`config.mk`:
```
export PLATFORM = sky130hd
export DESIGN_NAME = ram_arbiter_flat
export DESIGN_NICKNAME = d
export VERILOG_FILES = /design/src/rtl/ram_arbiter_if.sv /design/src/rtl/ram_arbiter.sv /design/src/flat_wrapper.sv
export SDC_FILE = /design/constraint.sdc
export NUM_CORES = 1
export LEC_CHECK = 0
export ABC_CLOCK_PERIOD_IN_PS = 4600
export CELL_PAD_IN_SITES_DETAIL_PLACEMENT = 1
export CELL_PAD_IN_SITES_GLOBAL_PLACEMENT = 1
export CORE_UTILIZATION = 32
export CTS_CLUSTER_SIZE = 24
export DETAILED_ROUTE_END_ITERATION = 7
export PLACE_DENSITY = 0.95
export SLEW_MARGIN = 0
export SYNTH_ARGS = -nofsm -noshare
export SYNTH_HDL_FRONTEND = slang
export SYNTH_SLANG_ARGS = --single-unit
```
`constraint.sdc`:
```
create_clock -name Clock -period 4.6 [get_ports Clock]
set_clock_uncertainty 0.1 [all_clocks]
set_input_delay 0.92 -clock Clock [delete_from_list [all_inputs] [get_ports Clock]]
set_output_delay 0.92 -clock Clock [all_outputs]
set_load 0.05 [all_outputs]
```
`src/rtl/ram_arbiter_if.sv`:
```
// Bus bundle between the RAM arbiter, its three requesters and the RAM.
// The arbiter uses the slave modport; the requesters/RAM side uses master.
interface ram_arbiter_if;
    logic        LoaderSchreiben;
    logic [31:0] LoaderAdresse;
    logic [31:0] LoaderDaten;
    logic        LoaderFertig;

    logic        InstrLesen;
    logic [31:0] InstrAdresse;
    logic [31:0] Instruktion;
    logic        InstrGeladen;

    logic        DatenLesen;
    logic        DatenSchreiben;
    logic [31:0] DatenAdresse;
    logic [31:0] CpuSchreibDaten;
    logic [31:0] CpuLeseDaten;
    logic        DatenFertig;

    logic        RAMLesenAn;
    logic        RAMSchreibenAn;
    logic [31:0] RAMAdresse;
    logic [31:0] RAMDatenRein;
    logic [31:0] RAMDatenRaus;
    logic        RAMDatenBereit;
    logic        RAMDatenGeschrieben;

    logic        Fehler;
    logic [1:0]  Aktiv;

    modport slave (
        input  LoaderSchreiben, LoaderAdresse, LoaderDaten,
        input  InstrLesen, InstrAdresse,
        input  DatenLesen, DatenSchreiben, DatenAdresse, CpuSchreibDaten,
        input  RAMDatenRaus, RAMDatenBereit, RAMDatenGeschrieben,
        output LoaderFertig, Instruktion, InstrGeladen, CpuLeseDaten, DatenFertig,
        output RAMLesenAn, RAMSchreibenAn, RAMAdresse, RAMDatenRein,
        output Fehler, Aktiv
    );

    modport master (
        output LoaderSchreiben, LoaderAdresse, LoaderDaten,
        output InstrLesen, InstrAdresse,
        output DatenLesen, DatenSchreiben, DatenAdresse, CpuSchreibDaten,
        output RAMDatenRaus, RAMDatenBereit, RAMDatenGeschrieben,
        input  LoaderFertig, Instruktion, InstrGeladen, CpuLeseDaten, DatenFertig,
        input  RAMLesenAn, RAMSchreibenAn, RAMAdresse, RAMDatenRein,
        input  Fehler, Aktiv
    );
endinterface

```
`src/rtl/ram_arbiter.sv`:
```
// Fixed-priority arbiter (loader > data > instruction) for the single-port main RAM,
// with registered strobes, one-cycle completion pulses, local MMIO answers and a timeout.
module ram_arbiter #(
    parameter int unsigned TIMEOUT = 1023
) (
    input  logic         Clock,
    input  logic         Reset,
    ram_arbiter_if.slave bus
);
    typedef enum logic [1:0] {
        IDLE     = 2'd0,
        ZUGRIFF  = 2'd1,
        QUITTUNG = 2'd2
    } state_t;

    localparam logic [1:0] GRANT_NONE   = 2'd0;
    localparam logic [1:0] GRANT_LOADER = 2'd1;
    localparam logic [1:0] GRANT_DATA   = 2'd2;
    localparam logic [1:0] GRANT_INSTR  = 2'd3;
    localparam logic [9:0] TIMEOUT_CNT  = 10'(TIMEOUT);

    state_t      r_state, w_state;
    logic [1:0]  r_aktiv, w_aktiv;
    logic [31:0] r_addr, w_addr;
    logic [31:0] r_wdata, w_wdata;
    logic        r_rd, w_rd;
    logic        r_wr, w_wr;
    logic [9:0]  r_cnt, w_cnt;
    logic        r_fehler, w_fehler;
    logic        r_lf, w_lf;
    logic        r_ig, w_ig;
    logic        r_df, w_df;
    logic [31:0] r_instr, w_instr;
    logic [31:0] r_cpu, w_cpu;

    logic        w_data_req;
    logic        w_mmio;
    logic        w_done;
    logic        w_tmo;
    logic [31:0] w_rdata;

    assign w_data_req = bus.DatenLesen | bus.DatenSchreiben;
    assign w_mmio     = |bus.DatenAdresse[31:29];
    // Only the completion line matching the strobe direction is honoured.
    assign w_done     = r_wr ? bus.RAMDatenGeschrieben : bus.RAMDatenBereit;
    assign w_tmo      = (r_cnt + 10'd1) == TIMEOUT_CNT;
    assign w_rdata    = w_done ? bus.RAMDatenRaus : 32'hFFFF_FFFF;

    always_ff @(posedge Clock or negedge Reset) begin
        if (!Reset) begin
            r_state  <= IDLE;
            r_aktiv  <= GRANT_NONE;
            r_addr   <= '0;
            r_wdata  <= '0;
            r_rd     <= 1'b0;
            r_wr     <= 1'b0;
            r_cnt    <= '0;
            r_fehler <= 1'b0;
            r_lf     <= 1'b0;
            r_ig     <= 1'b0;
            r_df     <= 1'b0;
            r_instr  <= '0;
            r_cpu    <= '0;
        end else begin
            r_state  <= w_state;
            r_aktiv  <= w_aktiv;
            r_addr   <= w_addr;
            r_wdata  <= w_wdata;
            r_rd     <= w_rd;
            r_wr     <= w_wr;
            r_cnt    <= w_cnt;
            r_fehler <= w_fehler;
            r_lf     <= w_lf;
            r_ig     <= w_ig;
            r_df     <= w_df;
            r_instr  <= w_instr;
            r_cpu    <= w_cpu;
        end
    end

    always_comb begin
        w_state  = r_state;
        w_aktiv  = r_aktiv;
        w_addr   = r_addr;
        w_wdata  = r_wdata;
        w_rd     = r_rd;
        w_wr     = r_wr;
        w_cnt    = r_cnt;
        w_fehler = r_fehler;
        w_lf     = 1'b0;
        w_ig     = 1'b0;
        w_df     = 1'b0;
        w_instr  = r_instr;
        w_cpu    = r_cpu;

        case (r_state)
            IDLE: begin
                w_cnt = '0;
                if (bus.LoaderSchreiben) begin
                    w_aktiv = GRANT_LOADER;
                    w_addr  = bus.LoaderAdresse;
                    w_wdata = bus.LoaderDaten;
                    w_wr    = 1'b1;
                    w_rd    = 1'b0;
                    w_state = ZUGRIFF;
                end else if (w_data_req) begin
                    if (w_mmio) begin
                        // I/O is answered locally; the top level supplies peripheral read data.
                        w_df    = 1'b1;
                        w_aktiv = GRANT_NONE;
                        if (!bus.DatenSchreiben) w_cpu = '0;
                        w_state = QUITTUNG;
                    end else begin
                        w_aktiv = GRANT_DATA;
                        w_addr  = bus.DatenAdresse;
                        w_wdata = bus.CpuSchreibDaten;
                        w_wr    = bus.DatenSchreiben;
                        w_rd    = ~bus.DatenSchreiben;
                        w_state = ZUGRIFF;
                    end
                end else if (bus.InstrLesen) begin
                    w_aktiv = GRANT_INSTR;
                    w_addr  = bus.InstrAdresse;
                    w_wr    = 1'b0;
                    w_rd    = 1'b1;
                    w_state = ZUGRIFF;
                end
            end

            ZUGRIFF: begin
                if (w_done || w_tmo) begin
                    w_rd    = 1'b0;
                    w_wr    = 1'b0;
                    w_cnt   = '0;
                    w_aktiv = GRANT_NONE;
                    w_state = QUITTUNG;
                    if (!w_done) w_fehler = 1'b1;
                    case (r_aktiv)
                        GRANT_LOADER: w_lf = 1'b1;
                        GRANT_DATA: begin
                            w_df = 1'b1;
                            if (r_rd) w_cpu = w_rdata;
                        end
                        GRANT_INSTR: begin
                            w_ig    = 1'b1;
                            w_instr = w_rdata;
                        end
                        default: ;
                    endcase
                end else begin
                    w_cnt = r_cnt + 10'd1;
                end
            end

            QUITTUNG: begin
                w_aktiv = GRANT_NONE;
                w_state = IDLE;
            end

            default: begin
                w_state = IDLE;
            end
        endcase
    end

    assign bus.LoaderFertig   = r_lf;
    assign bus.InstrGeladen   = r_ig;
    assign bus.DatenFertig    = r_df;
    assign bus.Instruktion    = r_instr;
    assign bus.CpuLeseDaten   = r_cpu;
    assign bus.RAMLesenAn     = r_rd;
    assign bus.RAMSchreibenAn = r_wr;
    assign bus.RAMAdresse     = r_addr;
    assign bus.RAMDatenRein   = r_wdata;
    assign bus.Fehler         = r_fehler;
    assign bus.Aktiv          = r_aktiv;
endmodule

```
`src/flat_wrapper.sv`:
```
// flat-port wrapper written by rule: the top's interface ports become plain ports
module ram_arbiter_flat 
#(
    parameter int unsigned TIMEOUT = 1023
)
  (Clock, Reset, bus_LoaderSchreiben, bus_LoaderAdresse, bus_LoaderDaten, bus_InstrLesen, bus_InstrAdresse, bus_DatenLesen, bus_DatenSchreiben, bus_DatenAdresse, bus_CpuSchreibDaten, bus_RAMDatenRaus, bus_RAMDatenBereit, bus_RAMDatenGeschrieben, bus_LoaderFertig, bus_Instruktion, bus_InstrGeladen, bus_CpuLeseDaten, bus_DatenFertig, bus_RAMLesenAn, bus_RAMSchreibenAn, bus_RAMAdresse, bus_RAMDatenRein, bus_Fehler, bus_Aktiv);
  ram_arbiter_if bus_i ();
  input  logic Clock;
  input  logic Reset;
  input wire logic [$bits(bus_i.LoaderSchreiben)-1:0] bus_LoaderSchreiben;
  input wire logic [$bits(bus_i.LoaderAdresse)-1:0] bus_LoaderAdresse;
  input wire logic [$bits(bus_i.LoaderDaten)-1:0] bus_LoaderDaten;
  input wire logic [$bits(bus_i.InstrLesen)-1:0] bus_InstrLesen;
  input wire logic [$bits(bus_i.InstrAdresse)-1:0] bus_InstrAdresse;
  input wire logic [$bits(bus_i.DatenLesen)-1:0] bus_DatenLesen;
  input wire logic [$bits(bus_i.DatenSchreiben)-1:0] bus_DatenSchreiben;
  input wire logic [$bits(bus_i.DatenAdresse)-1:0] bus_DatenAdresse;
  input wire logic [$bits(bus_i.CpuSchreibDaten)-1:0] bus_CpuSchreibDaten;
  input wire logic [$bits(bus_i.RAMDatenRaus)-1:0] bus_RAMDatenRaus;
  input wire logic [$bits(bus_i.RAMDatenBereit)-1:0] bus_RAMDatenBereit;
  input wire logic [$bits(bus_i.RAMDatenGeschrieben)-1:0] bus_RAMDatenGeschrieben;
  output wire logic [$bits(bus_i.LoaderFertig)-1:0] bus_LoaderFertig;
  output wire logic [$bits(bus_i.Instruktion)-1:0] bus_Instruktion;
  output wire logic [$bits(bus_i.InstrGeladen)-1:0] bus_InstrGeladen;
  output wire logic [$bits(bus_i.CpuLeseDaten)-1:0] bus_CpuLeseDaten;
  output wire logic [$bits(bus_i.DatenFertig)-1:0] bus_DatenFertig;
  output wire logic [$bits(bus_i.RAMLesenAn)-1:0] bus_RAMLesenAn;
  output wire logic [$bits(bus_i.RAMSchreibenAn)-1:0] bus_RAMSchreibenAn;
  output wire logic [$bits(bus_i.RAMAdresse)-1:0] bus_RAMAdresse;
  output wire logic [$bits(bus_i.RAMDatenRein)-1:0] bus_RAMDatenRein;
  output wire logic [$bits(bus_i.Fehler)-1:0] bus_Fehler;
  output wire logic [$bits(bus_i.Aktiv)-1:0] bus_Aktiv;
  assign bus_i.LoaderSchreiben = bus_LoaderSchreiben;
  assign bus_i.LoaderAdresse = bus_LoaderAdresse;
  assign bus_i.LoaderDaten = bus_LoaderDaten;
  assign bus_i.InstrLesen = bus_InstrLesen;
  assign bus_i.InstrAdresse = bus_InstrAdresse;
  assign bus_i.DatenLesen = bus_DatenLesen;
  assign bus_i.DatenSchreiben = bus_DatenSchreiben;
  assign bus_i.DatenAdresse = bus_DatenAdresse;
  assign bus_i.CpuSchreibDaten = bus_CpuSchreibDaten;
  assign bus_i.RAMDatenRaus = bus_RAMDatenRaus;
  assign bus_i.RAMDatenBereit = bus_RAMDatenBereit;
  assign bus_i.RAMDatenGeschrieben = bus_RAMDatenGeschrieben;
  assign bus_LoaderFertig = bus_i.LoaderFertig;
  assign bus_Instruktion = bus_i.Instruktion;
  assign bus_InstrGeladen = bus_i.InstrGeladen;
  assign bus_CpuLeseDaten = bus_i.CpuLeseDaten;
  assign bus_DatenFertig = bus_i.DatenFertig;
  assign bus_RAMLesenAn = bus_i.RAMLesenAn;
  assign bus_RAMSchreibenAn = bus_i.RAMSchreibenAn;
  assign bus_RAMAdresse = bus_i.RAMAdresse;
  assign bus_RAMDatenRein = bus_i.RAMDatenRein;
  assign bus_Fehler = bus_i.Fehler;
  assign bus_Aktiv = bus_i.Aktiv;
  ram_arbiter #(.TIMEOUT(TIMEOUT)) u_core (.Clock(Clock), .Reset(Reset), .bus(bus_i));
endmodule
```
## Word level (Yosys, flattened, before mapping)

Index checks and enable logic that the tools add are counted.
W data, S select, Z words.

- Register bits after elaboration: 148
- Input port bits: 200
- Output and inout bits: 136
- Logic and storage cells: 103

- $add $sub $neg: 1
- Eq/ne operators: 17
- Mux-type cells: 54
- Bitwise logic cells: 3
- Reductions and logical operators: 15

Operators with widths:

| kind | number |
|---|---|
| $mux W32 | 15 |
| $pmux W32 S2 | 1 |
| $mux W1 | 21 |
| $mux W2 | 10 |
| $pmux W10 S2 | 1 |
| $reduce_and A3 Y1 | 5 |
| $add A10 B1 Y10 const B | 1 |
| $eq A10 B10 Y1 const B | 1 |
| $mux W10 | 1 |
| $ne A2 B1 Y1 const B | 4 |
| $ne A2 B2 Y1 const B | 4 |
| $reduce_and A8 Y1 | 1 |
| $eq A2 B2 Y1 const B | 3 |
| $pmux W1 S2 | 3 |
| $pmux W2 S3 | 1 |
| $reduce_bool A3 Y1 | 2 |
| $eq A2 B1 Y1 const B | 2 |
| $ne A4 B3 Y1 const B | 1 |
| $ne A4 B4 Y1 const B | 1 |
| $pmux W2 S2 | 1 |
| $reduce_and A4 Y1 | 1 |
| $reduce_bool A2 Y1 | 2 |
| $ne A3 B3 Y1 const B | 1 |
| $reduce_or A3 Y1 | 1 |
| 5 further kinds | 6 |

## Logic depth before layout (Yosys ltp)

- Word-level depth: 6
- Gate-level depth with buffers: 10
- Depth with buffers taken out: 7

## Worst setup path after synthesis

OpenSTA, ideal clock, no wires.

- Path kind: input to register
- From: input bus_RAMDatenGeschrieben
- To: register u_core.r_cnt[5]
- Library setup time: 82 ps
- Arrival: 2291 ps
- Required time: 4418 ps
- Path slack: 2127 ps
- Stages on the path: 7
- Path buffers: 2
- Cell sequence: mux2_2 > or2_2 > a21oi_1 > clkbuf_1 > buf_2 > nand2_1 > a31oi_1

- Cells in the longest elaborated chain, start to end: 4

RTL lines:

| element | RTL line | text |
|---|---|---|
| start: declaration | flat_wrapper.sv:21 | `input wire logic [$bits(bus_i.RAMDatenGeschrieben)-1:0] bus_RAMDatenGeschrieben;` |
| $mux W1 | ram_arbiter.sv:45 | `assign w_done = r_wr ? bus.RAMDatenGeschrieben : bus.RAMDatenBereit;` |
| $logic_or A1 B1 Y1 | ram_arbiter.sv:131 | `if (w_done \|\| w_tmo) begin` |
| $mux W10 | ram_arbiter.sv:131 |  |
| $pmux W10 S2 | ram_arbiter.sv:96 | `case (r_state)` |
| end signal: assignment | ram_arbiter.sv:71 | `r_cnt <= w_cnt;` |
| end: declaration | ram_arbiter.sv:28 | `logic [9:0] r_cnt, w_cnt;` |

No other way between the ends.
A chain may end at the register's enable or synchronous reset.

## Worst setup path after layout

- From: input bus_DatenSchreiben
- To: register u_core.r_cpu[31], in the netlist u_core.bus.CpuLeseDaten[31]

- Cells in the longest elaborated chain, start to end: 3
- Elaborated cells on any way between the ends: 4
- Classes of those cells: 2 x eq/ne; 1 x bitwise; 1 x reduce/logical

RTL lines:

| element | RTL line | text |
|---|---|---|
| start: declaration | flat_wrapper.sv:16 | `input wire logic [$bits(bus_i.DatenSchreiben)-1:0] bus_DatenSchreiben;` |
| $or A1 B1 Y1 | ram_arbiter.sv:42 | `assign w_data_req = bus.DatenLesen \| bus.DatenSchreiben;` |
| $ne A2 B1 Y1 (no source line) | n/a |  |
| $reduce_and A8 Y1 (no source line) * | n/a |  |
| end signal: assignment | ram_arbiter.sv:77 | `r_cpu <= w_cpu;` |
| end: declaration | ram_arbiter.sv:34 | `logic [31:0] r_cpu, w_cpu;` |

Mark *: on every way between the ends. The rest lies on a longest branch, timed or not.

==> results.md <==
* Sink Count at about 150
* Largest net degree at the start of global routing at 91
* Power Density at about 670 nW/um^2
* Critical Path Sink: u_core.bus.CpuLeseDaten[31]
* Drt drc at 0
* Maximum vdd drop at 0.308 mV
* Slew headroom at 0.222
* Critical path class: primary input to flip-flop
* Core Region at between 20000 and 25000 um^2
* Post-DRT Antenna Nets at 0
* Synthesized Nets at between 900 and 1k
* Gr ovfl total at 0
* Iter 0 DRT Violations at 258
* Fmax at 0.314 GHz
* Post-Syn Instances at ~730
* Synthesized cell area at 6920 um^2
* RSZ-0062 raised after global routing: false
* # rows at between 50 and 60
* Vias in the first global route at 7311
* First-pass GRT wire length at 39.5 mm
* Yosys cell types at 42
* Gr usage total at 0.233
* Sequential share of the synthesized area at 0.535
* Synth cell count leaders: dfrtp_1, nand2_1, a21oi_1
* Dpl cell area at 10500 um^2
* CP endpoint kind: flip-flop
* Inserted Clock Buffers at 17
* WL/cell at just under 20 um
* Chip width at 149 um
* Register area at 3700 um^2
* Vias per cell at 5.17
* P&R area growth vs syn at 60.1%
* Top-count cell post-synth: dfrtp_1
* Top FF cell, synth: dfrtp_1
* LEAKAGE at 4.54 nW
* Place WS at ~1.0 ns
* Largest cells by area after synthesis: dfrtp_1, a21oi_1, nand2_1, o21ai_0, mux2i_1
* Post-layout util at 0.525
* FFs w/ async S/R, synth at 1.00
* Number of buffers added for setup after CTS at 0
* CP startpoint: bus_DatenSchreiben
* Initial antenna violation count at 0
* Max capacitance violation total at 0
* Clock Latency Late Sink at between 0.4 and 0.5 ns
* Clk root buf: clkbuf_16
* Layout cells sized above 1 at 0.0827
* CP Data Arrival Time at 3.42 ns
* Hold buffer count at CTS at 0
* CP startpoint kind: primary input
* Final net count at 1244
* Worst-path fanout max at 32
* Die height at around 150 um
* Least-Margin Pin Slew at 1.17 ns
* Endpoints failing setup at 0
* Fin crit period at 3.19 ns
* Critical Path RT at 4.83 ns
* Share of the synthesized area in the top cell type at 0.535
* Crit Reg-Reg Startpoint: u_core.r_cnt[0]
* GP Congestion at 0.799
* Clock Tree Buf Depth at 2
* I/O Buffers at 335
* Status: complete, no violations
* Reg clk slew, reported paths at 0.07 ns
* #FFs+latches synth at 148
* H-tree levels at 4
* Fin. max-slew vios at 0
* Total die area at between 20000 and 25000 um^2
* Area of the multi-input gates at a little under 3000 um^2
* Min Hold Slack at 0.381 ns
* Final instance area at 11100 um^2
* Post-Route WL at 25.8 mm
* Flop2flop setup slack at between 1 and 1.5 ns
* Mean Syn Cell Area at 9.44 um^2
* Yosys warns at 0
* Hold crit path type: flip-flop to flip-flop
* Number of diodes at 0
* EDFF count, synth at 0
* DR pass1 iterations at 4
* RR Endpoint: u_core.bus.CpuLeseDaten[31]
* Final hold violations at 0
* # fillers at around 2.3k
* Vias at 6854
* Final setup TNS at 0 ns
* R2r worst-path depth at 7
* Final setup margin at approximately 1.4 ns
* Initial Utilization at 0.328
* Dpl hpwl at just under 20 mm
* I/O Pins at about 340
* Dominant cell type by area after synthesis: dfrtp_1
* CTS tree: yes
* Cts repair resizes at 0
* Tcrit/Tclk final at 0.693
layer usage:
layer | track usage | vias up | share of wire
met2 | 0.418 | 286 | 0.52
met4 | 0.105 | 0 | 0.035
met5 | 0 | - | 0
met3 | 0.0474 | 48 | 0.053
li1 | - | 3162 | -
met1 | 0.265 | 3358 | 0.39
cell usage in the layout, fill, tap and decap left out, types with 5 or more instances in the layout:
master           netlist  routed
mux2i_1               34      34
nor2_1                76      75
ha_1                   5       5
inv_1                  7       7
dfrtp_1              148     148
clkdlybuf4s50_1        0     333
a21oi_1              105     105
a21oi_2               31      31
o21ai_0               72      72
nand3_1                7       7
inv_8                  0       5
a22o_1                 5       5
nand2_1              110     109
buf_4                  2      10
clkbuf_16              0      17
o22a_1                32      32
report_power, final:
group,switching [mW],internal [mW],leakage [nW]
clock network,0.653,0.784,0.295
registers,0.301,1.78,1.83
logic,2.61,1.30,2.41
total,3.56,3.87,4.54
critical path, cell delays in order:
cell             delay, ns
clkdlybuf4s50_1       0.55
nor2_1                0.24
nand3_1               0.20
nand2_1               0.14
or4b_2                1.06
a21oi_1               0.28
registers in the layout, indices dropped and copies added (netlist names):
signal                     cells
u_core.bus.Aktiv               2
u_core.bus.LoaderFertig        1
u_core.bus.RAMSchreibenAn      1
u_core.bus.InstrGeladen        1
u_core.bus.Instruktion        32
u_core.bus.RAMLesenAn          1
u_core.bus.CpuLeseDaten       32
u_core.bus.RAMAdresse         32
u_core.bus.DatenFertig         1
u_core.r_cnt                  10
u_core.r_state                 2
u_core.bus.Fehler              1
u_core.bus.RAMDatenRein       32
how the worst min path moves through the flow:
| stage | slack, ns | depth (start not counted) | start | endpoint |
|---|---|---|---|---|
| after floorplan | 0.38 | 2 | u_core.r_cnt[9] | u_core.r_cnt[9] |
| after global placement | 0.36 | 2 | u_core.bus.RAMAdresse[13] | u_core.bus.RAMAdresse[13] |
| after detailed placement | 0.37 | 2 | u_core.bus.RAMAdresse[6] | u_core.bus.RAMAdresse[6] |
| after CTS | 0.38 | 2 | u_core.bus.RAMAdresse[6] | u_core.bus.RAMAdresse[6] |
| after global routing | 0.41 | 2 | u_core.bus.RAMAdresse[6] | u_core.bus.RAMAdresse[6] |
| final | 0.38 | 2 | u_core.bus.RAMAdresse[28] | u_core.bus.RAMAdresse[28] |
area by class of cell:
type,count,area share
clock buffer,17,0.0384
clock inverter,15,0.0171
inverter,7,0.00237
multi-input combinational,520,0.266
sequential,148,0.334
tap,275,0.0311
timing repair buffer,345,0.310
through the flow:
step / cells / total power, mW
global route: 1327 / 7.76
global placement: 1295 / 5.89
finish: 1327 / 7.43
floorplan: 733 / 4.50
CTS: 1327 / 7.51
detailed placement: 1295 / 6.04
cells by family after synthesis:
logic type | count (synthesis) | share of synthesized area
DFF | 148 | 0.535
muxes | 36 | 0.0524
xor gates and xnor gates | 3 | 0.00380
and+or+nand+nor | 218 | 0.131
adders and majority gates | 5 | 0.00904
AOI/OAI and AO/OA | 258 | 0.229
buffers and inverters | 65 | 0.0401
Power figures use the tool's default switching activity.
